<file path="config.mk">
export PLATFORM = sky130hd
export DESIGN_NAME = mem_arb8x8_flat
export DESIGN_NICKNAME = d
export VERILOG_FILES = /design/src/rtl/mem_arb8x8_if.sv /design/src/rtl/mem_arb8x8.sv /design/src/flat_wrapper.sv
export SDC_FILE = /design/constraint.sdc
export NUM_CORES = 1
export LEC_CHECK = 0
export CAP_MARGIN = 20
export CORE_MARGIN = 3
export CORE_UTILIZATION = 44
export DETAILED_ROUTE_END_ITERATION = 6
export PLACE_DENSITY = 0.84
export SLEW_MARGIN = 20
export SYNTH_ARGS = -nofsm -noshare
export SYNTH_HDL_FRONTEND = slang
export SYNTH_SLANG_ARGS = --single-unit
</file>
<file path="constraint.sdc">
create_clock -name clk -period 2.9 [get_ports clk]
set_input_delay 0.725 -clock clk [delete_from_list [all_inputs] [get_ports clk]]
set_output_delay 0.725 -clock clk [all_outputs]
set_load 0.05 [all_outputs]
</file>
<file path="src/rtl/mem_arb8x8_if.sv">
// mem_arb8x8_if: requester handshake and memory-side bus of the two-port memory arbiter
interface mem_arb8x8_if;
  logic       req_a, req_b;
  logic       rw_a, rw_b;
  logic [2:0] addr_a, addr_b;
  logic [7:0] wdata_a, wdata_b;
  logic       ack_a, ack_b;
  logic [7:0] rdata;
  logic       busy;
  logic       mem_select;
  logic       mem_rw;
  logic [2:0] mem_address;
  logic [7:0] mem_data_in;
  logic [7:0] mem_data_out;
  modport slave (
    input  req_a, req_b, rw_a, rw_b, addr_a, addr_b, wdata_a, wdata_b, mem_data_out,
    output ack_a, ack_b, rdata, busy, mem_select, mem_rw, mem_address, mem_data_in
  );
  modport master (
    output req_a, req_b, rw_a, rw_b, addr_a, addr_b, wdata_a, wdata_b, mem_data_out,
    input  ack_a, ack_b, rdata, busy, mem_select, mem_rw, mem_address, mem_data_in
  );
endinterface

</file>
<file path="src/rtl/mem_arb8x8.sv">
// mem_arb8x8: two-requester arbiter for an 8x8 memory; MEM_ARB_RR_EN selects round-robin ties, else A wins ties
module mem_arb8x8 #(
  parameter int HOLD_CYCLES = 1
) (
  input logic         clk,
  input logic         reset,
  mem_arb8x8_if.slave bus
);
  localparam logic [1:0] IDLE = 2'd0, SETUP = 2'd1, ACCESS = 2'd2, DONE = 2'd3;
  logic [1:0] state_q, state_d;
  logic [1:0] cnt_q, cnt_d;
  logic       owner_b_q, owner_b_d;
  logic       lrw_q, lrw_d;
  logic [2:0] addr_q, addr_d;
  logic [7:0] wdata_q, wdata_d;
  logic [7:0] rdata_q, rdata_d;
  logic       mem_rw_q, mem_rw_d;
  logic       sel_q, sel_d;
  logic       ack_a_q, ack_a_d, ack_b_q, ack_b_d;
  logic       busy_q, busy_d;
  logic       grant, pick_b, last_access;
  // next state: owner_b_q doubles as the last-grant pointer when round-robin is enabled
  always_comb begin
    grant       = state_q == IDLE && (bus.req_a || bus.req_b);
`ifdef MEM_ARB_RR_EN
    pick_b      = bus.req_b && (!bus.req_a || !owner_b_q);
`else
    pick_b      = bus.req_b && !bus.req_a;
`endif
    last_access = cnt_q == 2'(HOLD_CYCLES - 1);
    state_d     = state_q == IDLE   ? (grant ? SETUP : IDLE) :
                  state_q == SETUP  ? ACCESS :
                  state_q == ACCESS ? (last_access ? DONE : ACCESS) : IDLE;
    cnt_d       = state_q == ACCESS ? cnt_q + 2'd1 : 2'd0;
    owner_b_d   = grant ? pick_b : owner_b_q;
    lrw_d       = grant ? (pick_b ? bus.rw_b : bus.rw_a) : lrw_q;
    addr_d      = grant ? (pick_b ? bus.addr_b : bus.addr_a) : addr_q;
    wdata_d     = grant ? (pick_b ? bus.wdata_b : bus.wdata_a) : wdata_q;
    rdata_d     = (state_q == ACCESS && last_access && lrw_q) ? bus.mem_data_out : rdata_q;
    mem_rw_d    = state_d == IDLE ? 1'b1 : lrw_d;
    sel_d       = state_d == ACCESS;
    ack_a_d     = state_d == DONE && !owner_b_d;
    ack_b_d     = state_d == DONE && owner_b_d;
    busy_d      = state_d != IDLE;
  end
  // all state and outputs registered; reset aborts any transaction in flight
  always_ff @(posedge clk or posedge reset) begin
    if (reset) begin
      state_q   <= IDLE;
      cnt_q     <= 2'd0;
      owner_b_q <= 1'b1;
      lrw_q     <= 1'b1;
      addr_q    <= 3'd0;
      wdata_q   <= 8'd0;
      rdata_q   <= 8'd0;
      mem_rw_q  <= 1'b1;
      sel_q     <= 1'b0;
      ack_a_q   <= 1'b0;
      ack_b_q   <= 1'b0;
      busy_q    <= 1'b0;
    end else begin
      state_q   <= state_d;
      cnt_q     <= cnt_d;
      owner_b_q <= owner_b_d;
      lrw_q     <= lrw_d;
      addr_q    <= addr_d;
      wdata_q   <= wdata_d;
      rdata_q   <= rdata_d;
      mem_rw_q  <= mem_rw_d;
      sel_q     <= sel_d;
      ack_a_q   <= ack_a_d;
      ack_b_q   <= ack_b_d;
      busy_q    <= busy_d;
    end
  end
  assign bus.ack_a       = ack_a_q;
  assign bus.ack_b       = ack_b_q;
  assign bus.rdata       = rdata_q;
  assign bus.busy        = busy_q;
  assign bus.mem_select  = sel_q;
  assign bus.mem_rw      = mem_rw_q;
  assign bus.mem_address = addr_q;
  assign bus.mem_data_in = wdata_q;
endmodule
</file>
<file path="src/flat_wrapper.sv">
// flat-port wrapper written by rule: the top's interface ports become plain ports
module mem_arb8x8_flat 
#(
  parameter int HOLD_CYCLES = 1
)
  (clk, reset, bus_req_a, bus_req_b, bus_rw_a, bus_rw_b, bus_addr_a, bus_addr_b, bus_wdata_a, bus_wdata_b, bus_mem_data_out, bus_ack_a, bus_ack_b, bus_rdata, bus_busy, bus_mem_select, bus_mem_rw, bus_mem_address, bus_mem_data_in);
  mem_arb8x8_if bus_i ();
  input logic clk;
  input logic reset;
  input wire logic [$bits(bus_i.req_a)-1:0] bus_req_a;
  input wire logic [$bits(bus_i.req_b)-1:0] bus_req_b;
  input wire logic [$bits(bus_i.rw_a)-1:0] bus_rw_a;
  input wire logic [$bits(bus_i.rw_b)-1:0] bus_rw_b;
  input wire logic [$bits(bus_i.addr_a)-1:0] bus_addr_a;
  input wire logic [$bits(bus_i.addr_b)-1:0] bus_addr_b;
  input wire logic [$bits(bus_i.wdata_a)-1:0] bus_wdata_a;
  input wire logic [$bits(bus_i.wdata_b)-1:0] bus_wdata_b;
  input wire logic [$bits(bus_i.mem_data_out)-1:0] bus_mem_data_out;
  output wire logic [$bits(bus_i.ack_a)-1:0] bus_ack_a;
  output wire logic [$bits(bus_i.ack_b)-1:0] bus_ack_b;
  output wire logic [$bits(bus_i.rdata)-1:0] bus_rdata;
  output wire logic [$bits(bus_i.busy)-1:0] bus_busy;
  output wire logic [$bits(bus_i.mem_select)-1:0] bus_mem_select;
  output wire logic [$bits(bus_i.mem_rw)-1:0] bus_mem_rw;
  output wire logic [$bits(bus_i.mem_address)-1:0] bus_mem_address;
  output wire logic [$bits(bus_i.mem_data_in)-1:0] bus_mem_data_in;
  assign bus_i.req_a = bus_req_a;
  assign bus_i.req_b = bus_req_b;
  assign bus_i.rw_a = bus_rw_a;
  assign bus_i.rw_b = bus_rw_b;
  assign bus_i.addr_a = bus_addr_a;
  assign bus_i.addr_b = bus_addr_b;
  assign bus_i.wdata_a = bus_wdata_a;
  assign bus_i.wdata_b = bus_wdata_b;
  assign bus_i.mem_data_out = bus_mem_data_out;
  assign bus_ack_a = bus_i.ack_a;
  assign bus_ack_b = bus_i.ack_b;
  assign bus_rdata = bus_i.rdata;
  assign bus_busy = bus_i.busy;
  assign bus_mem_select = bus_i.mem_select;
  assign bus_mem_rw = bus_i.mem_rw;
  assign bus_mem_address = bus_i.mem_address;
  assign bus_mem_data_in = bus_i.mem_data_in;
  mem_arb8x8 #(.HOLD_CYCLES(HOLD_CYCLES)) u_core (.clk(clk), .reset(reset), .bus(bus_i));
endmodule
</file>
==> impl_metrics.yaml, run 1 <==
outcome:
  status: "finished clean"
pwr:
  switching_share_pct: 47.9
  vdd_ir_drop_max_mv: 0.718
  cellLeakagePower_uw: 0.000839
  p_sw_uw: 1240
  comb_power_share_pct: 60.6
  power_density_mw_per_mm2: 1300
  power_frac_seq_pct: 29.3
  pwr-share-clk_pct: 10.1
  p_int_uw: 1350
min_path:
  min_path_cells: 1
  hp-class: "flip-flop to flip-flop"
synth:
  ys_ff_latch: 30
  synth_top_cell_by_area: "dfrtp_1"
  synth_nets: 142
  ys_seq_area_share_pct: 56.8
  syn_avg_cell_area_um2: 13.0
  synth.area.top_cells: "dfrtp_1, mux2_2, a22o_1"
  synth-main-ff-cell: "dfrtp_1"
  yosys_warnings: 0
  synth_top_area_share_pct: 50.8
  synth-async-reset-ratio_pct: 100
  syn_inst: 102
  synth_edf_count: 0
  synth_cell_types: 27
  syn_area_mm2: 0.00133
place:
  gp_congestion: 0.799
  dp_hpwl_mm: 2.50
  dp_cells: 190
  numPortBuffers: 59
  place_area_mm2: 0.00193
setup_path:
  cp_max_fo: 1
  start_kind: "flip-flop"
  worstPathArrival_ns: 1.67
  cp_data_required_time_ns: 2.17
  cpMaxStageDelayCell: "clkdlybuf4s50_1"
  cp_top_family: "buffers and inverters"
  path_class: "flip-flop to output port"
  crit_buf_inv: 1
  worst_path_largest_cell_delay_ns: 0.80
  endpoint_kind: "output port"
  ff2ff_path_depth: 6
  worstPathCellList: "clkdlybuf4s50_1"
  crit_cells: 1
timing:
  tightest_slew_ns: 0.604
  timing.final.max_slew_violations: 0
  fin_crit_ns: 2.39
  setup_viol: 0
  holdWs_ns: 0.429
  tns_ns: 0
  slew-limit-headroom_pct: 59.7
  hold_violations: 0
  max_freq_mhz: 418
  fin_skew_ns: 0.0139
  finalCritPeriodShare_pct: 82.5
  grt_setup_unrepaired: "no"
clocking:
  cts_tree: "built"
  cts_root_buf: "clkbuf_4"
  clk_pin_slew_ns: 0.10
  cts.path.max_buffers: 2
  post_cts_buffers: 0
  cts_buffers: 5
  cts_resized: 0
  insertion_delay_ns: 0.33
  cts_sinks: 30
  ctsHoldBuffers: 0
  htree_levels: 2
die:
  design.die.area_mm2: 0.00372
  io_pins: 60
  rows: 19
  die_h_um: 61.0
  initial_core_util_pct: 47.4
  die_w_um: 61.0
  core_mm2: 0.00281
route:
  wire_per_inst_um: 15.9
  ant_nets: 0
  wl_met1_mm: 1.37
  dr_wl_met2_mm: 1.42
  post_drt_via_cell_ratio: 5.48
  vias: 1085
  first_iter_violations: 24
  wirelength_mm: 3.15
  wl_met3_um: 281
  drc: 0
  dr.pass1.iters: 4
  top_layer_used: "met4"
finish:
  diodes: 0
  area_delta_synth_final_pct: 50.2
  fillers: 203
  drive_above_1_share_pct: 17.4
  finish.net_count: 206
  fin_area_mm2: 0.00200
  instances_no_fill: 198
global_routing:
  grt_max_degree: 18
  grt_usage_pct: 20.0
  grt_pass1_vias: 1103
  grt_pass1_wl_mm: 5.43
  overflow: 0
  antenna_found_initial: 0
run:
  maxCapViolations: 0
## synthesized netlist by cell type (all sizes together), types with 2 or more instances
master  number
dfrtp       27
o22ai       12
a22o        10
a21oi        8
mux2         8
inv          7
buf          4
ha           4
dfstp        3
nand2        3
nor2b        3
nor2         2
o21ai        2
## power by group through the flow
stage               Combinational (µW)  Sequential [µW]  Clock [µW]
floorplan                          515             1340           0
finish                            1570              759         261
detailed placement                1580              768           0
global route                      1680              784         287
CTS                               1580              761         269
global placement                  1540              757           0
## path summary, 6_finish.rpt
| path | slack [ns] | startpoint | to |
|---|---|---|---|
| worst max-delay path | 0.51 | u_core.bus.mem_rw$_DFF_PP1_ | bus_mem_rw |
| worst min-delay path | 0.43 | u_core.cnt_q[0]$_DFF_PP0_ | u_core.cnt_q[0]$_DFF_PP0_ |
| worst max register to register | 1.17 | u_core.state_q[0]$_DFF_PP0_ | u_core.bus.ack_b$_DFF_PP0_ |
| worst min register to register | 0.43 | u_core.cnt_q[0]$_DFF_PP0_ | u_core.cnt_q[0]$_DFF_PP0_ |
| max in group asynchronous | 1.44 | reset | u_core.owner_b_q$_DFF_PP1_ |
| min in group asynchronous | 0.76 | reset | u_core.cnt_q[0]$_DFF_PP0_ |
## final cells by class
| class | instances | area (µm²) | share of cell area [%] |
|---|---|---|---|
| Clock inverter | 2 | 12.5 | 0.627 |
| Inverter | 7 | 26.3 | 1.32 |
| Timing Repair Buffer | 61 | 606 | 30.3 |
| Tap cell | 31 | 38.8 | 1.94 |
| Multi-Input combinational cell | 61 | 507 | 25.4 |
| Clock buffer | 6 | 51.3 | 2.57 |
| Sequential cell | 30 | 754 | 37.8 |
## cell families (layout without fill, tap and decap cells)
logic type / count (synthesis) / in the layout / share of synthesized area (%)
adders and majority gates: 4 / 4 / 3.77
muxes: 8 / 8 / 6.78
AOI/OAI and AO/OA: 35 / 35 / 20.3
buffers and inverters: 11 / 76 / 5.09
DFF: 30 / 30 / 56.8
and+or+nand+nor: 14 / 14 / 7.25
## registers in the layout, indices dropped and copies added, names as in the netlist
register	cells
u_core.bus.mem_data_in	8
u_core.state_q	2
u_core.owner_b_q	1
u_core.bus.ack_a	1
u_core.bus.busy	1
u_core.bus.mem_address	3
u_core.bus.rdata	8
u_core.bus.ack_b	1
u_core.bus.mem_rw	1
u_core.lrw_q	1
u_core.cnt_q	2
u_core.bus.mem_select	1
## layout by cell type (no fill, tap or decap)
| cell | instances |
|---|---|
| a21oi_1 | 6 |
| a21oi_2 | 2 |
| a22o_1 | 10 |
| and2_1 | 1 |
| and3_1 | 1 |
| buf_4 | 2 |
| clkbuf_4 | 5 |
| clkbuf_8 | 1 |
| clkdlybuf4s50_1 | 59 |
| clkinv_2 | 1 |
| clkinvlp_4 | 1 |
| dfrtp_1 | 27 |
| dfstp_2 | 3 |
| ha_1 | 4 |
| inv_1 | 7 |
| mux2_2 | 8 |
| nand2_1 | 2 |
| nand2_2 | 1 |
| nand2b_1 | 1 |
| nand3_2 | 1 |
| nand3b_1 | 1 |
| nor2_1 | 2 |
| nor2b_1 | 2 |
| nor2b_4 | 1 |
| nor3b_2 | 1 |
| o21ai_0 | 1 |
| o21ai_4 | 1 |
| o22ai_1 | 12 |
| o2bb2ai_1 | 1 |
| o31ai_4 | 1 |
| o32ai_1 | 1 |
## layer usage
metal,track usage [%],vias up
li1,-,503
met1,25.4,518
met2,30.8,54
met3,6.38,10
met4,9.60,0
met5,0,-
## per-stage QoR
stage / worst slack, ns / utilization, % / power, µW
floorplan: 1.52 / - / 1850
global placement: 0.728 / 68.9 / 2300
detailed placement: 0.649 / 68.9 / 2340
CTS: 0.492 / 71.1 / 2610
global route: 0.459 / 71.1 / 2750
finish: 0.508 / 71.1 / 2590
No activity file was read; power rests on OpenSTA's default activity.
==> run 2, diff against run 1 <==
--- a/config.mk
+++ b/config.mk
@@ -7,9 +7,9 @@
 export LEC_CHECK = 0
 export CAP_MARGIN = 20
 export CORE_MARGIN = 3
-export CORE_UTILIZATION = 44
+export CORE_UTILIZATION = 37
 export DETAILED_ROUTE_END_ITERATION = 6
-export PLACE_DENSITY = 0.84
+export PLACE_DENSITY = 0.75
 export SLEW_MARGIN = 20
 export SYNTH_ARGS = -nofsm -noshare
 export SYNTH_HDL_FRONTEND = slang
==> constraint.sdc (replaced) <==
create_clock -name clk -period 2.1 [get_ports clk]
set_input_delay 0.525 -clock clk [delete_from_list [all_inputs] [get_ports clk]]
set_output_delay 0.525 -clock clk [all_outputs]
set_load 0.05 [all_outputs]
==> impl_metrics.yaml, run 2 (synthesized netlist as in run 1, its figures left out) <==
timing:
  hold_violations: 0
  holdWs_ns: 0.431
  setup_viol: 0
  fin_crit_ns: 2.03
  timing.final.max_slew_violations: 0
  slew-limit-headroom_pct: 66.0
  tns_ns: 0
  tightest_slew_ns: 0.508
  grt_setup_unrepaired: "no"
  setup_ws_ns: 0.0730
  max_freq_mhz: 493
  fin_skew_ns: 0.00547
  finalCritPeriodShare_pct: 96.5
place:
  numPortBuffers: 59
  place_worst_setup_slack_ns: 0.196
  gp_congestion: 0.726
  place_area_mm2: 0.00197
  dp_hpwl_mm: 2.60
pwr:
  switching_share_pct: 46.6
  pwr-share-clk_pct: 11.4
  vdd_ir_drop_max_mv: 0.940
  total_power_uw: 3630
  power_density_mw_per_mm2: 1760
  power_frac_seq_pct: 28.6
  cellLeakagePower_uw: 0.000898
  comb_power_share_pct: 60.0
  p_sw_uw: 1690
  p_int_uw: 1940
finish:
  area_delta_synth_final_pct: 55.0
  layout_commonest_cell: "clkdlybuf4s50_1"
  finish.net_count: 209
  regArea_um2: 754
  fillers: 276
  diodes: 0
  fin_area_mm2: 0.00206
  drive_above_1_share_pct: 19.4
  multi_input_area_um2: 507
  most-common-layout-cells: "clkdlybuf4s50_1, dfrtp_1, o22ai_1"
setup_path:
  crit_buf_inv: 1
  cp_data_required_time_ns: 1.57
  startpoint: "u_core.bus.mem_address[2]$_DFFE_PP0P_"
  cp_top_family: "buffers and inverters"
  endpoint_kind: "output port"
  start_kind: "flip-flop"
  cp_max_fo: 3
  worstPathCellList: "clkdlybuf4s50_1"
  worst_path_largest_cell_delay_ns: 0.81
  worstPathArrival_ns: 1.50
  cpMaxStageDelayCell: "clkdlybuf4s50_1"
  r2r-start: "u_core.state_q[1]$_DFF_PP0_"
  path_class: "flip-flop to output port"
route:
  ant_nets: 0
  drc: 0
  wirelength_mm: 3.28
  first_iter_violations: 21
  dr.pass1.iters: 4
  post_drt_via_cell_ratio: 5.02
  wire_per_inst_um: 15.2
  vias: 1084
die:
  design.die.area_mm2: 0.00435
  rows: 21
  die_w_um: 65.9
  die_h_um: 65.9
  io_pins: 60
  core_mm2: 0.00339
  initial_core_util_pct: 39.2
min_path:
  hp-start: "u_core.cnt_q[0]$_DFF_PP0_"
  hp-class: "flip-flop to flip-flop"
clocking:
  cts_root_buf: "clkbuf_4"
  post_cts_buffers: 0
  cts_sinks: 30
  cts_buffers: 5
  cts.path.max_buffers: 2
  insertion_delay_ns: 0.31
  cts_tree: "built"
  clk_pin_slew_ns: 0.09
  htree_levels: 2
outcome:
  status: "finished clean"
global_routing:
  overflow: 0
  grt_pass1_wl_mm: 5.33
  antenna_found_initial: 0
  grt_usage_pct: 16.6
  grt_max_degree: 31
  grt_pass1_vias: 1189
run:
  maxCapViolations: 0
-- run 2: cell types whose count changed in the layout (fill, tap and decap cells not counted), sizes merged --
cell / delta
buf: +4
clkinvlp: -1
clkbuf: +2
clkdlybuf4s50: -5
dlymetal6s2s: +4
clkinv: -1
-- run 2: power by group through the flow --
stage / clock [µW] / combinational, µW / sequential, µW
2_1_floorplan: 0 / 712 / 1840
3_3_place_gp: 0 / 2140 / 1040
3_5_place_dp: 0 / 2210 / 1050
4_1_cts: 429 / 2210 / 1040
5_1_grt: 454 / 2310 / 1080
6_report: 413 / 2180 / 1040
-- run 2: layout make-up --
| type | instances | area share (%) |
|---|---|---|
| tap | 46 | 2.79 |
| timing repair buffer | 64 | 30.9 |
| multi-input combinational | 61 | 24.6 |
| clock buffer | 8 | 3.83 |
| inverter | 7 | 1.28 |
| sequential | 30 | 36.6 |
-- run 2: final timing paths --
path / end / slack (ns) / depth (start not counted)
setup / recovery: bus_mem_address[2] / 0.07 / 1
hold / removal: u_core.cnt_q[0]$_DFF_PP0_ / 0.43 / 1
setup reg to reg: u_core.bus.mem_rw$_DFF_PP1_ / 0.68 / 6
hold reg to reg: u_core.cnt_q[0]$_DFF_PP0_ / 0.43 / 1
max in group asynchronous: u_core.bus.mem_rw$_DFF_PP1_ / 1.21 / 3
min in group asynchronous: u_core.bus.rdata[3]$_DFFE_PP0P_ / 0.57 / 3
-- run 2: through the flow --
stage | utilization (%) | instances
2_1_floorplan | - | 102
3_3_place_gp | 58.1 | 208
3_5_place_dp | 58.1 | 208
4_1_cts | 60.5 | 216
5_1_grt | 60.8 | 216
6_report | 60.8 | 216
-- run 2: what timing repair did --
item,4_1_cts,5_1_grt
setup endpoints to repair,0,4
hold buffers,0,0
gates resized for setup,0,4
endpoints found under the hold margin,0,0
-- run 2: metal layers --
metal	track usage (%)	wire (µm)	share of wire [%]	vias to the layer above
met5	0	0	0	-
met4	6.22	0	0	0
met3	4.59	241	7.3	0
met2	30.7	1760	54	51
met1	17.7	1280	39	516
li1	-	-	-	517
